File: config.mk
export PLATFORM = sky130hd
export DESIGN_NAME = combat_health_arbiter_flat
export DESIGN_NICKNAME = d
export VERILOG_FILES = /design/src/rtl/combat_health_arbiter_if.sv /design/src/rtl/combat_health_arbiter.sv /design/src/flat_wrapper.sv
export SDC_FILE = /design/constraint.sdc
export NUM_CORES = 1
export LEC_CHECK = 0
export ABC_CLOCK_PERIOD_IN_PS = 4500
export CORE_UTILIZATION = 35
export CTS_CLUSTER_SIZE = 10
export DETAILED_ROUTE_END_ITERATION = 7
export GPL_TIMING_DRIVEN = 0
export PLACE_DENSITY = 0.66
export SYNTH_ARGS = -nofsm -noshare
export SYNTH_HDL_FRONTEND = slang
export SYNTH_SLANG_ARGS = --single-unit
export TNS_END_PERCENT = 5
File: constraint.sdc
create_clock -name clk_game -period 4.5 [get_ports clk_game]
set_input_delay 1.35 -clock clk_game [delete_from_list [all_inputs] [get_ports clk_game]]
set_output_delay 1.35 -clock clk_game [all_outputs]
set_load 0.01 [all_outputs]
File: src/rtl/combat_health_arbiter_if.sv
// rtl/combat_health_arbiter_if.sv - hit request/ack bus between the two attack pipelines and the health arbiter
interface combat_health_arbiter_if #(
    parameter int DMG_W = 4
);
    logic             p1_hit_req;
    logic [DMG_W-1:0] p1_hit_dmg;
    logic             p2_hit_req;
    logic [DMG_W-1:0] p2_hit_dmg;
    logic             p1_hit_ack;
    logic             p2_hit_ack;
    logic             hit_applied;

    // Attack pipelines: raise and hold a request until it is acked
    modport master (
        output p1_hit_req, p1_hit_dmg, p2_hit_req, p2_hit_dmg,
        input  p1_hit_ack, p2_hit_ack, hit_applied
    );

    // Arbiter: consumes requests one per cycle
    modport slave (
        input  p1_hit_req, p1_hit_dmg, p2_hit_req, p2_hit_dmg,
        output p1_hit_ack, p2_hit_ack, hit_applied
    );
endinterface

File: src/rtl/combat_health_arbiter.sv
// rtl/combat_health_arbiter.sv - two-player health owner and hit arbiter; optional invincibility frames via COMBAT_IFRAME_EN
module combat_health_arbiter #(
    parameter int MAX_HEALTH    = 100,
    parameter int DMG_W         = 4,
    parameter int IFRAME_CYCLES = 30
) (
    input  logic                            clk_game,
    input  logic                            reset_n,
    input  logic                            reset_gameplay,
    input  logic                            gameplay_active,
    input  logic                            timer_expired,
    combat_health_arbiter_if.slave          hit_bus,
    output logic [7:0]                      p1_health,
    output logic [7:0]                      p2_health,
    output logic                            game_over_condition,
    output logic                            winner_p1,
    output logic                            winner_p2,
    output logic                            draw
);

    typedef enum logic [1:0] {
        IDLE   = 2'd0,
        ACTIVE = 2'd1,
        OVER   = 2'd2
    } state_t;

    localparam logic [7:0] L_MAX_HEALTH = 8'(MAX_HEALTH);
    localparam logic       L_GRANT_P1   = 1'b0;
    localparam logic       L_GRANT_P2   = 1'b1;

    // Health is an 8-bit register and damage is zero-extended into it
    if (MAX_HEALTH > 255 || MAX_HEALTH < 1 || DMG_W > 8 || IFRAME_CYCLES < 1) begin : g_bad_param
        $error("combat_health_arbiter: illegal parameter set");
    end

    state_t     r_state, w_state_nxt;
    logic [7:0] r_p1_health, r_p2_health;
    logic       r_p1_ack, r_p2_ack, r_hit_applied;
    logic       r_game_over, r_win_p1, r_win_p2, r_draw;
    logic       r_last_grant;

    logic [DMG_W-1:0] w_p1_dmg_raw, w_p2_dmg_raw;
    logic [7:0] w_p1_dmg, w_p2_dmg;
    logic       w_p1_elig, w_p2_elig;
    logic       w_grant_p1, w_grant_p2, w_grant;
    logic       w_victim_blocked;
    logic       w_apply, w_kill;
    logic [7:0] w_dmg, w_victim_health, w_new_health;
    logic [7:0] w_p1_health_nxt, w_p2_health_nxt;
    logic       w_game_over_nxt, w_win_p1_nxt, w_win_p2_nxt, w_draw_nxt;

    assign w_p1_dmg_raw = hit_bus.p1_hit_dmg;
    assign w_p2_dmg_raw = hit_bus.p2_hit_dmg;
    assign w_p1_dmg     = 8'(w_p1_dmg_raw);
    assign w_p2_dmg     = 8'(w_p2_dmg_raw);

    // A request whose ack is showing this cycle is the one just consumed, not a new hit
    assign w_p1_elig = hit_bus.p1_hit_req & ~r_p1_ack;
    assign w_p2_elig = hit_bus.p2_hit_req & ~r_p2_ack;

    // Round-robin on a tie; requests are never granted while idle
    assign w_grant_p1 = (r_state != IDLE) & w_p1_elig & (~w_p2_elig | (r_last_grant == L_GRANT_P2));
    assign w_grant_p2 = (r_state != IDLE) & w_p2_elig & ~w_grant_p1;
    assign w_grant    = w_grant_p1 | w_grant_p2;

`ifdef COMBAT_IFRAME_EN
    localparam int              IFW      = $clog2(IFRAME_CYCLES + 1);
    localparam logic [IFW-1:0]  L_IFRAME = IFW'(IFRAME_CYCLES);

    logic [IFW-1:0] r_p1_iframe, r_p2_iframe;

    assign w_victim_blocked = w_grant_p1 ? (r_p2_iframe != '0) : (r_p1_iframe != '0);

    // Invincibility windows: reload on a damaging hit, otherwise count down to zero
    always_ff @(posedge clk_game or negedge reset_n) begin
        if (!reset_n) begin
            r_p1_iframe <= '0;
            r_p2_iframe <= '0;
        end else if (reset_gameplay) begin
            r_p1_iframe <= '0;
            r_p2_iframe <= '0;
        end else begin
            if (w_apply && w_grant_p2 && (w_dmg != 8'd0))
                r_p1_iframe <= L_IFRAME;
            else if (r_p1_iframe != '0)
                r_p1_iframe <= r_p1_iframe - 1'b1;
            if (w_apply && w_grant_p1 && (w_dmg != 8'd0))
                r_p2_iframe <= L_IFRAME;
            else if (r_p2_iframe != '0)
                r_p2_iframe <= r_p2_iframe - 1'b1;
        end
    end
`else
    assign w_victim_blocked = 1'b0;
`endif

    // Damage only lands during live play; in OVER the grant is a pure drain
    assign w_apply         = w_grant & (r_state == ACTIVE) & ~w_victim_blocked;
    assign w_dmg           = w_grant_p1 ? w_p1_dmg : w_p2_dmg;
    assign w_victim_health = w_grant_p1 ? r_p2_health : r_p1_health;
    assign w_new_health    = (w_victim_health > w_dmg) ? (w_victim_health - w_dmg) : 8'd0;
    assign w_kill          = w_apply & (w_new_health == 8'd0);
    assign w_p1_health_nxt = (w_apply & w_grant_p2) ? w_new_health : r_p1_health;
    assign w_p2_health_nxt = (w_apply & w_grant_p1) ? w_new_health : r_p2_health;

    // FSM state register
    always_ff @(posedge clk_game or negedge reset_n) begin
        if (!reset_n)
            r_state <= IDLE;
        else if (reset_gameplay)
            r_state <= IDLE;
        else
            r_state <= w_state_nxt;
    end

    // Next state and end-of-round verdict; a kill outranks the timer on the same edge
    always_comb begin
        w_state_nxt     = r_state;
        w_game_over_nxt = r_game_over;
        w_win_p1_nxt    = r_win_p1;
        w_win_p2_nxt    = r_win_p2;
        w_draw_nxt      = r_draw;
        case (r_state)
            IDLE: begin
                if (gameplay_active)
                    w_state_nxt = ACTIVE;
            end
            ACTIVE: begin
                if (w_kill) begin
                    w_state_nxt     = OVER;
                    w_game_over_nxt = 1'b1;
                    w_win_p1_nxt    = w_grant_p1;
                    w_win_p2_nxt    = w_grant_p2;
                    w_draw_nxt      = 1'b0;
                end else if (timer_expired) begin
                    w_state_nxt     = OVER;
                    w_game_over_nxt = 1'b1;
                    w_win_p1_nxt    = (w_p1_health_nxt > w_p2_health_nxt);
                    w_win_p2_nxt    = (w_p2_health_nxt > w_p1_health_nxt);
                    w_draw_nxt      = (w_p1_health_nxt == w_p2_health_nxt);
                end else if (!gameplay_active) begin
                    w_state_nxt = IDLE;
                end
            end
            OVER: begin
                w_state_nxt = OVER;
            end
            default: begin
                w_state_nxt = IDLE;
            end
        endcase
    end

    // Registered grant, health update and latched round result
    always_ff @(posedge clk_game or negedge reset_n) begin
        if (!reset_n) begin
            r_p1_health   <= L_MAX_HEALTH;
            r_p2_health   <= L_MAX_HEALTH;
            r_p1_ack      <= 1'b0;
            r_p2_ack      <= 1'b0;
            r_hit_applied <= 1'b0;
            r_game_over   <= 1'b0;
            r_win_p1      <= 1'b0;
            r_win_p2      <= 1'b0;
            r_draw        <= 1'b0;
            r_last_grant  <= L_GRANT_P2;
        end else if (reset_gameplay) begin
            r_p1_health   <= L_MAX_HEALTH;
            r_p2_health   <= L_MAX_HEALTH;
            r_p1_ack      <= 1'b0;
            r_p2_ack      <= 1'b0;
            r_hit_applied <= 1'b0;
            r_game_over   <= 1'b0;
            r_win_p1      <= 1'b0;
            r_win_p2      <= 1'b0;
            r_draw        <= 1'b0;
            r_last_grant  <= L_GRANT_P2;
        end else begin
            r_p1_health   <= w_p1_health_nxt;
            r_p2_health   <= w_p2_health_nxt;
            r_p1_ack      <= w_grant_p1;
            r_p2_ack      <= w_grant_p2;
            r_hit_applied <= w_apply;
            r_game_over   <= w_game_over_nxt;
            r_win_p1      <= w_win_p1_nxt;
            r_win_p2      <= w_win_p2_nxt;
            r_draw        <= w_draw_nxt;
            if (w_grant)
                r_last_grant <= w_grant_p2 ? L_GRANT_P2 : L_GRANT_P1;
        end
    end

    assign hit_bus.p1_hit_ack  = r_p1_ack;
    assign hit_bus.p2_hit_ack  = r_p2_ack;
    assign hit_bus.hit_applied = r_hit_applied;
    assign p1_health           = r_p1_health;
    assign p2_health           = r_p2_health;
    assign game_over_condition = r_game_over;
    assign winner_p1           = r_win_p1;
    assign winner_p2           = r_win_p2;
    assign draw                = r_draw;

endmodule

File: src/flat_wrapper.sv
// flat-port wrapper written by rule: the top's interface ports become plain ports
module combat_health_arbiter_flat 
#(
    parameter int MAX_HEALTH    = 100,
    parameter int DMG_W         = 4,
    parameter int IFRAME_CYCLES = 30
)
  (clk_game, reset_n, reset_gameplay, gameplay_active, timer_expired, p1_health, p2_health, game_over_condition, winner_p1, winner_p2, draw, hit_bus_p1_hit_req, hit_bus_p1_hit_dmg, hit_bus_p2_hit_req, hit_bus_p2_hit_dmg, hit_bus_p1_hit_ack, hit_bus_p2_hit_ack, hit_bus_hit_applied);
  combat_health_arbiter_if #(.DMG_W(DMG_W)) hit_bus_i ();
  input  logic clk_game;
  input  logic reset_n;
  input  logic reset_gameplay;
  input  logic gameplay_active;
  input  logic timer_expired;
  output logic [7:0] p1_health;
  output logic [7:0] p2_health;
  output logic game_over_condition;
  output logic winner_p1;
  output logic winner_p2;
  output logic draw;
  input wire logic [$bits(hit_bus_i.p1_hit_req)-1:0] hit_bus_p1_hit_req;
  input wire logic [$bits(hit_bus_i.p1_hit_dmg)-1:0] hit_bus_p1_hit_dmg;
  input wire logic [$bits(hit_bus_i.p2_hit_req)-1:0] hit_bus_p2_hit_req;
  input wire logic [$bits(hit_bus_i.p2_hit_dmg)-1:0] hit_bus_p2_hit_dmg;
  output wire logic [$bits(hit_bus_i.p1_hit_ack)-1:0] hit_bus_p1_hit_ack;
  output wire logic [$bits(hit_bus_i.p2_hit_ack)-1:0] hit_bus_p2_hit_ack;
  output wire logic [$bits(hit_bus_i.hit_applied)-1:0] hit_bus_hit_applied;
  assign hit_bus_i.p1_hit_req = hit_bus_p1_hit_req;
  assign hit_bus_i.p1_hit_dmg = hit_bus_p1_hit_dmg;
  assign hit_bus_i.p2_hit_req = hit_bus_p2_hit_req;
  assign hit_bus_i.p2_hit_dmg = hit_bus_p2_hit_dmg;
  assign hit_bus_p1_hit_ack = hit_bus_i.p1_hit_ack;
  assign hit_bus_p2_hit_ack = hit_bus_i.p2_hit_ack;
  assign hit_bus_hit_applied = hit_bus_i.hit_applied;
  combat_health_arbiter #(.MAX_HEALTH(MAX_HEALTH), .DMG_W(DMG_W), .IFRAME_CYCLES(IFRAME_CYCLES)) u_core (.clk_game(clk_game), .reset_n(reset_n), .reset_gameplay(reset_gameplay), .gameplay_active(gameplay_active), .timer_expired(timer_expired), .hit_bus(hit_bus_i), .p1_health(p1_health), .p2_health(p2_health), .game_over_condition(game_over_condition), .winner_p1(winner_p1), .winner_p2(winner_p2), .draw(draw));
endmodule
==> results.json, run 1 <==
{
  "worst_setup_path_start_kind": "input pin",
  "wl_um": 5210,
  "cp_num_cells": 21,
  "via_per_inst": 5.21,
  "crit_start": "hit_bus_p2_hit_req",
  "whs_ns": 0.525,
  "io-pin-count": 38,
  "critPathArrivalTime_ns": 5.06,
  "path_clk_slew_ns": 0.09,
  "clock_latency_ns": 0.28,
  "fin_crit_sh_pct": 109,
  "end_kind": "flop",
  "cts_buffers": 3,
  "finalMaxSlewViolations": 0,
  "first_pass_iters": 6,
  "dp_hpwl_um": 3650,
  "powerDensity_nw_per_um2": 253,
  "synth_cells": 216,
  "hold_viol": 0,
  "path_cells": "buf_6, or3b_4, and3_4, mux2i_4, ha_4, fa_2, nand2b_4, a21boi_4, o21ai_2, o21a_1, buf_8, o31ai_4, ha_1, nor2b_1, o21ai_1, nand2b_1, a21oi_2, o21ai_1, a31oi_2, nor4b_2, a211o_1",
  "period_needed_ns": 4.89,
  "synth-edff-count": 0,
  "drcViolationCount": 1,
  "cts_tree": "built",
  "worst_pin_slew_ns": 1.16,
  "area_growth_pct": 44.5,
  "path_class": "in -> reg",
  "via_count": 1776,
  "async_flop_share_pct": 100,
  "cp_top_family": "compound AO/OA/AOI/OAI gates",
  "cp_num_buf_inv": 2,
  "ctsHtreeMaxLevel": 1,
  "grt_use_total_pct": 20.1,
  "synth_fa_ha_area_share_pct": 9.15,
  "synth.ff_latch_count": 26,
  "fin_nets": 300,
  "antenna_found_initial": 0,
  "rr_startpoint": "u_core.r_state[0]",
  "nFillCells": 499,
  "crit_top_cell": "o21ai_1",
  "n_antenna_cell": 0,
  "crit_slowest_cell": "or3b_4",
  "met3_usage_pct": 1.34,
  "wire_per_inst_um": 15.3,
  "synth_compound_area_share_pct": 16.2,
  "port_buffers": 37,
  "rsz0062_at_grt": "yes",
  "violations": "DRC, setup timing",
  "vdd_drop_max_uv": 146,
  "hp-class": "reg -> reg",
  "drive_gt1_share_pct": 22.5,
  "use_met2_pct": 32.1,
  "reg2reg_to": "u_core.winner_p1",
  "grt_pass1_vias": 1713,
  "ys_types": 49,
  "critPathMaxFanout": 8,
  "grt_start_max_net_pins": 27,
  "clock-root-buffer": "clkbuf_8",
  "synth_xor_xnor_area_share_pct": 1.41,
  "synthMuxAreaShare_pct": 6.39,
  "yosys.area.top_type": "dfrtp_1",
  "max_slew_margin_pct": 22.6,
  "ys_seq_area_share_pct": 35.4,
  "synth_ff_type": "dfrtp_1",
  "synth_top_family_by_area": "simple AND/OR/NAND/NOR gates",
  "cts_max_path_buffers": 2,
  "syn-cell-area_um2": 1860,
  "top_usage_layer": "met2",
  "start_util_pct": 36.4,
  "die_width_um": 74.9,
  "overflow": 0,
  "yosys_warnings": 0,
  "synth.top_cell.area_share_pct": 25.6,
  "drt_iter0_drc": 124,
  "crit_path_end": "u_core.winner_p1",
  "dieHeight_um": 74.9,
  "power.leakage_nw": 1.17,
  "use_met1_pct": 27.9,
  "place_congestion": 0.849,
  "worst_slack_ns": -0.390,
  "utilization_pct": 52.6,
  "worstPathRequired_ns": 4.67,
  "synthSimpleGateAreaFrac_pct": 28.0,
  "core_area_um2": 5110,
  "cts_num_sinks": 26,
  "r2r_cells": 21,
  "setup_viol": 3,
  "hold_buffers": 0,
  "grt_pass1_wl_um": 8290,
  "cap_violations": 0,
  "status": "complete, but fails checks",
  "ant_nets": 0,
  "rows": 26,
  "finClkSkew_ns": 0.00503,
  "dieArea_um2": 5610,
  "ys_top_cells_by_area": "dfrtp_1 (26%), dfstp_2 (9.9%), ha_1 (8.1%)",
  "fmax_mhz": 205,
  "max_stage_delay_ns": 0.39,
  "r2r_slack_ns": 0.30,
  "synthesis.nets": 244,
  "synth.avg_cell_area_um2": 8.61
}
## state kept, by name, indices dropped and copies added (netlist names)
signal and flops:
u_core.draw 1, u_core.winner_p2 1, u_core.r_state 2, u_core.p1_health 8
u_core.r_last_grant 1, u_core.hit_bus.p1_hit_ack 1, u_core.hit_bus.hit_applied 1, u_core.p2_health 8
u_core.winner_p1 1, u_core.game_over_condition 1, u_core.hit_bus.p2_hit_ack 1
## cell type report
class	instances	area, um2	area share (%)
well taps	70	87.6	3.26
multi-input cells	174	1320	49.0
repair buffers	53	492	18.3
plain buffers	7	50.0	1.86
clock buffers	4	55.1	2.05
flip-flops and latches	26	659	24.5
inverters	7	26.3	0.978
## metal layers
metal / vias to the layer above / wire length [um]
met5: - / 0
met4: 0 / 106
met3: 8 / 263
met2: 43 / 2460
met1: 837 / 2380
li1: 888 / -
## worst min path at each step
stage / start / cells after the start / endpoint
final: u_core.game_over_condition / 2 / u_core.game_over_condition
after global routing: u_core.r_state[0] / 1 / u_core.r_state[0]
after floorplan: u_core.r_state[0] / 1 / u_core.r_state[0]
after global placement: u_core.r_state[0] / 1 / u_core.r_state[0]
after detailed placement: u_core.r_state[0] / 1 / u_core.r_state[0]
after CTS: u_core.game_over_condition / 2 / u_core.game_over_condition
## per-stage QoR
stage / cell area (um2) / worst slack [ns] / TNS (ns) / std cells / power, mW
after floorplan: 1930 / -0.381 / -0.839 / 216 / 0.403
after global placement: 2390 / -1.26 / -7.58 / 323 / 0.474
after CTS: 2620 / -0.589 / -1.28 / 338 / 0.657
after detailed placement: 2390 / -1.30 / -7.96 / 323 / 0.476
after global routing: 2690 / -0.519 / -1.19 / 341 / 0.719
final: 2690 / -0.390 / -0.721 / 341 / 0.679
## placed cells by master, fill, tap and decap left out, types with 3 or more instances in the layout
cell type,n
clkdlybuf4s50_1,35
nand2_1,29
dfrtp_1,19
buf_4,16
nor2_1,15
a21oi_1,11
ha_1,11
o21ai_1,8
inv_1,7
nand2b_1,7
dfstp_2,7
nor3_1,6
nor2b_1,5
nand3_1,5
mux2i_1,5
and2_1,5
nand4_1,4
clkbuf_8,4
mux2_2,3
clkbuf_1,3
a21o_1,3
nor4_1,3
a211o_1,3
o21ai_0,3
## logic make-up (layout without fill, tap and decap cells)
| group | Yosys count | after routing |
|---|---|---|
| fa+ha+maj | 13 | 13 |
| mux | 11 | 11 |
| buf+inv | 16 | 71 |
| compound gates | 48 | 48 |
| simple gates | 99 | 99 |
| xor+xnor | 3 | 3 |
| flops | 26 | 26 |
## power by group
part	leakage (nW)	internal [mW]	switching (mW)
Sequential	0.335	0.247	0.0122
Combinational	0.810	0.130	0.137
Clock	0.0288	0.0784	0.0751
Total	1.17	0.455	0.225
## tightest hold or removal path, cell delays in order (launching register included)
cell,delay (ns)
dfrtp_1,0.38
inv_1,0.06
a21oi_1,0.05
## synth_stat cells (3+ instances only)
cell type,count
o21ai_1,6
nor2_1,15
o31ai_1,3
a21oi_1,13
a31oi_1,3
nand2b_1,8
mux2i_1,7
nand2_1,30
nor2b_1,5
ha_1,12
dfrtp_1,19
mux2_2,3
and2_1,5
inv_1,7
nor3_1,8
dfstp_2,7
clkbuf_1,6
nor3b_1,3
o21ai_0,7
nand4_1,4
nor4_1,3
nand3_1,5
a21o_1,3
a211o_1,3
## what timing repair did
item / CTS / global route
endpoints found under the hold margin: 0 / 0
setup endpoints to repair: 11 / 5
resized for setup: 23 / 13
buffers inserted: 11 / 5
gates cloned: 0 / 0
pin swaps: 15 / 20
Power figures use the tool's default switching activity.
==> run 2, diff against run 1 <==
ABC_CLOCK_PERIOD_IN_PS = 5000   (was 4500)
MAX_ROUTING_LAYER = met4   (was default)
PLACE_DENSITY = 0.64   (was 0.66)
clock period = 5 ns   (was 4.5 ns; I/O delays follow)
==> run 2 against run 1 <==
Power decreased by 9.9%. Die area did not move. The flow finishes with violations (setup timing). Cell area up 0.47%. Count of clock-buffer cells in the layout unchanged. Cell count rose by 1.8%. Core utilization is 0.24 points higher. Register-to-register slack improved by 0.52 ns.
==> results.json, run 2 (synthesized netlist as in run 1, its figures left out) <==
{
  "routed.top_layer": "met4",
  "post-place-ws_ns": -0.978,
  "rr_startpoint": "u_core.r_state[1]",
  "worst_pin_slew_ns": 1.18,
  "dr_wl_met3_um": 227,
  "cap_violations": 0,
  "status": "complete, but fails checks",
  "finClkSkew_ns": 0.00454,
  "core_area_um2": 5110,
  "hold_viol": 0,
  "die_width_um": 74.9,
  "fin_crit_sh_pct": 100,
  "grt_use_total_pct": 20.0,
  "whs_ns": 0.518,
  "r2r_slack_ns": 0.82,
  "worstHoldStart": "u_core.game_over_condition",
  "wire_per_inst_um": 15.3,
  "drive_gt1_share_pct": 24.9,
  "cts_max_path_buffers": 2,
  "r2r_cells": 22,
  "hold_buffers": 0,
  "grt_start_max_net_pins": 27,
  "rows": 26,
  "setup_tns_ns": -0.00941,
  "dieArea_um2": 5610,
  "port_buffers": 37,
  "powerDensity_nw_per_um2": 227,
  "vdd_drop_max_uv": 135,
  "worst_setup_path_start_kind": "input pin",
  "via_per_inst": 5.35,
  "reg2reg_to": "u_core.winner_p1",
  "max_slew_margin_pct": 21.1,
  "fin_nets": 306,
  "end_kind": "flop",
  "utilization_pct": 52.9,
  "nFillCells": 500,
  "antenna_found_initial": 0,
  "fmax_mhz": 200,
  "drt_iter0_drc": 78,
  "path_clk_slew_ns": 0.09,
  "overflow": 0,
  "final_cell_mix": "clkdlybuf4s50_1 (35), nand2_1 (29), buf_4 (23), dfrtp_1 (19), nor2_1 (15)",
  "dp_hpwl_um": 3680,
  "worst_slack_ns": -0.00941,
  "n_antenna_cell": 0,
  "via_count": 1856,
  "first_pass_iters": 4,
  "hp-class": "reg -> reg",
  "start_util_pct": 36.4,
  "power.leakage_nw": 1.20,
  "critPathMaxFanout": 8,
  "dieHeight_um": 74.9,
  "cts_tree": "built",
  "crit_start": "hit_bus_p2_hit_req",
  "crit_path_end": "u_core.winner_p1",
  "ant_nets": 0,
  "layout_commonest_cell": "clkdlybuf4s50_1",
  "clock_latency_ns": 0.27,
  "place_congestion": 0.828,
  "ctsHtreeMaxLevel": 1,
  "rsz0062_at_grt": "yes",
  "path_class": "in -> reg",
  "met2_length_um": 2580,
  "period_needed_ns": 5.01,
  "worstPathRequired_ns": 5.17,
  "met1Wirelength_um": 2420,
  "cts_buffers": 3,
  "grt_pass1_vias": 1740,
  "grt_pass1_wl_um": 8180,
  "cts_num_sinks": 26,
  "drcViolationCount": 0,
  "setup_viol": 1,
  "wl_um": 5290,
  "area_growth_pct": 45.1,
  "io-pin-count": 38,
  "violations": "setup timing",
  "finalMaxSlewViolations": 0,
  "clock-root-buffer": "clkbuf_8",
  "critPathArrivalTime_ns": 5.17
}
[run 2: worst max-delay path: stages]
cell	delay [ns]
buf_6	0.07
or3b_4	0.36
and3_4	0.22
nand2_1	0.10
nand2_1	0.08
ha_2	0.20
fa_2	0.36
nand2b_4	0.15
a21boi_4	0.16
o21ai_2	0.09
o21a_1	0.13
buf_8	0.15
o31ai_4	0.29
ha_1	0.29
nor2b_1	0.13
o21ai_1	0.11
nand2b_1	0.08
a21oi_2	0.14
o21ai_1	0.08
a31oi_2	0.18
nor4b_2	0.08
a211o_1	0.22
[run 2: worst min path at each step]
stage                                       endpoint  slack [ns]  depth (start not counted)
after global placement             u_core.r_state[0]        0.51                          1
after global routing      u_core.game_over_condition        0.56                          2
final                     u_core.game_over_condition        0.52                          2
after floorplan                    u_core.r_state[0]        0.48                          1
after detailed placement  u_core.game_over_condition        0.51                          2
after CTS                 u_core.game_over_condition        0.53                          2
[run 2: where the power goes]
part	internal, mW	switching (mW)	leakage [nW]
registers	0.222	0.0108	0.335
logic	0.119	0.124	0.834
clock network	0.0704	0.0662	0.0288
total	0.411	0.201	1.20
[run 2: cell type report]
cell class	instances	area (um2)	area share [%]
multi-input cells	174	1290	47.9
flip-flops and latches	26	659	24.4
repair buffers	60	544	20.2
well taps	70	87.6	3.24
clock buffers	4	55.1	2.04
plain buffers	6	35.0	1.30
inverters	7	26.3	0.973
[run 2: what timing repair did]
item | 4_1_cts | 5_1_grt
gates resized for setup | 20 | 12
setup endpoints to repair | 5 | 2
pin swaps | 16 | 16
buffers inserted | 17 | 6
cloned | 0 | 0
[run 2: through the flow]
step | instances | power, mW | area, um2
after floorplan | 216 | 0.363 | 1930
after global placement | 323 | 0.428 | 2390
after detailed placement | 323 | 0.430 | 2390
after CTS | 342 | 0.595 | 2610
after global routing | 347 | 0.643 | 2700
final | 347 | 0.612 | 2700
[run 2: per-layer routing]
layer	global-route usage, %	vias to the layer above
met1	27.5	909
met4	5.87	0
met2	32.3	46
met3	0.803	6
li1	-	895
met5	-	-
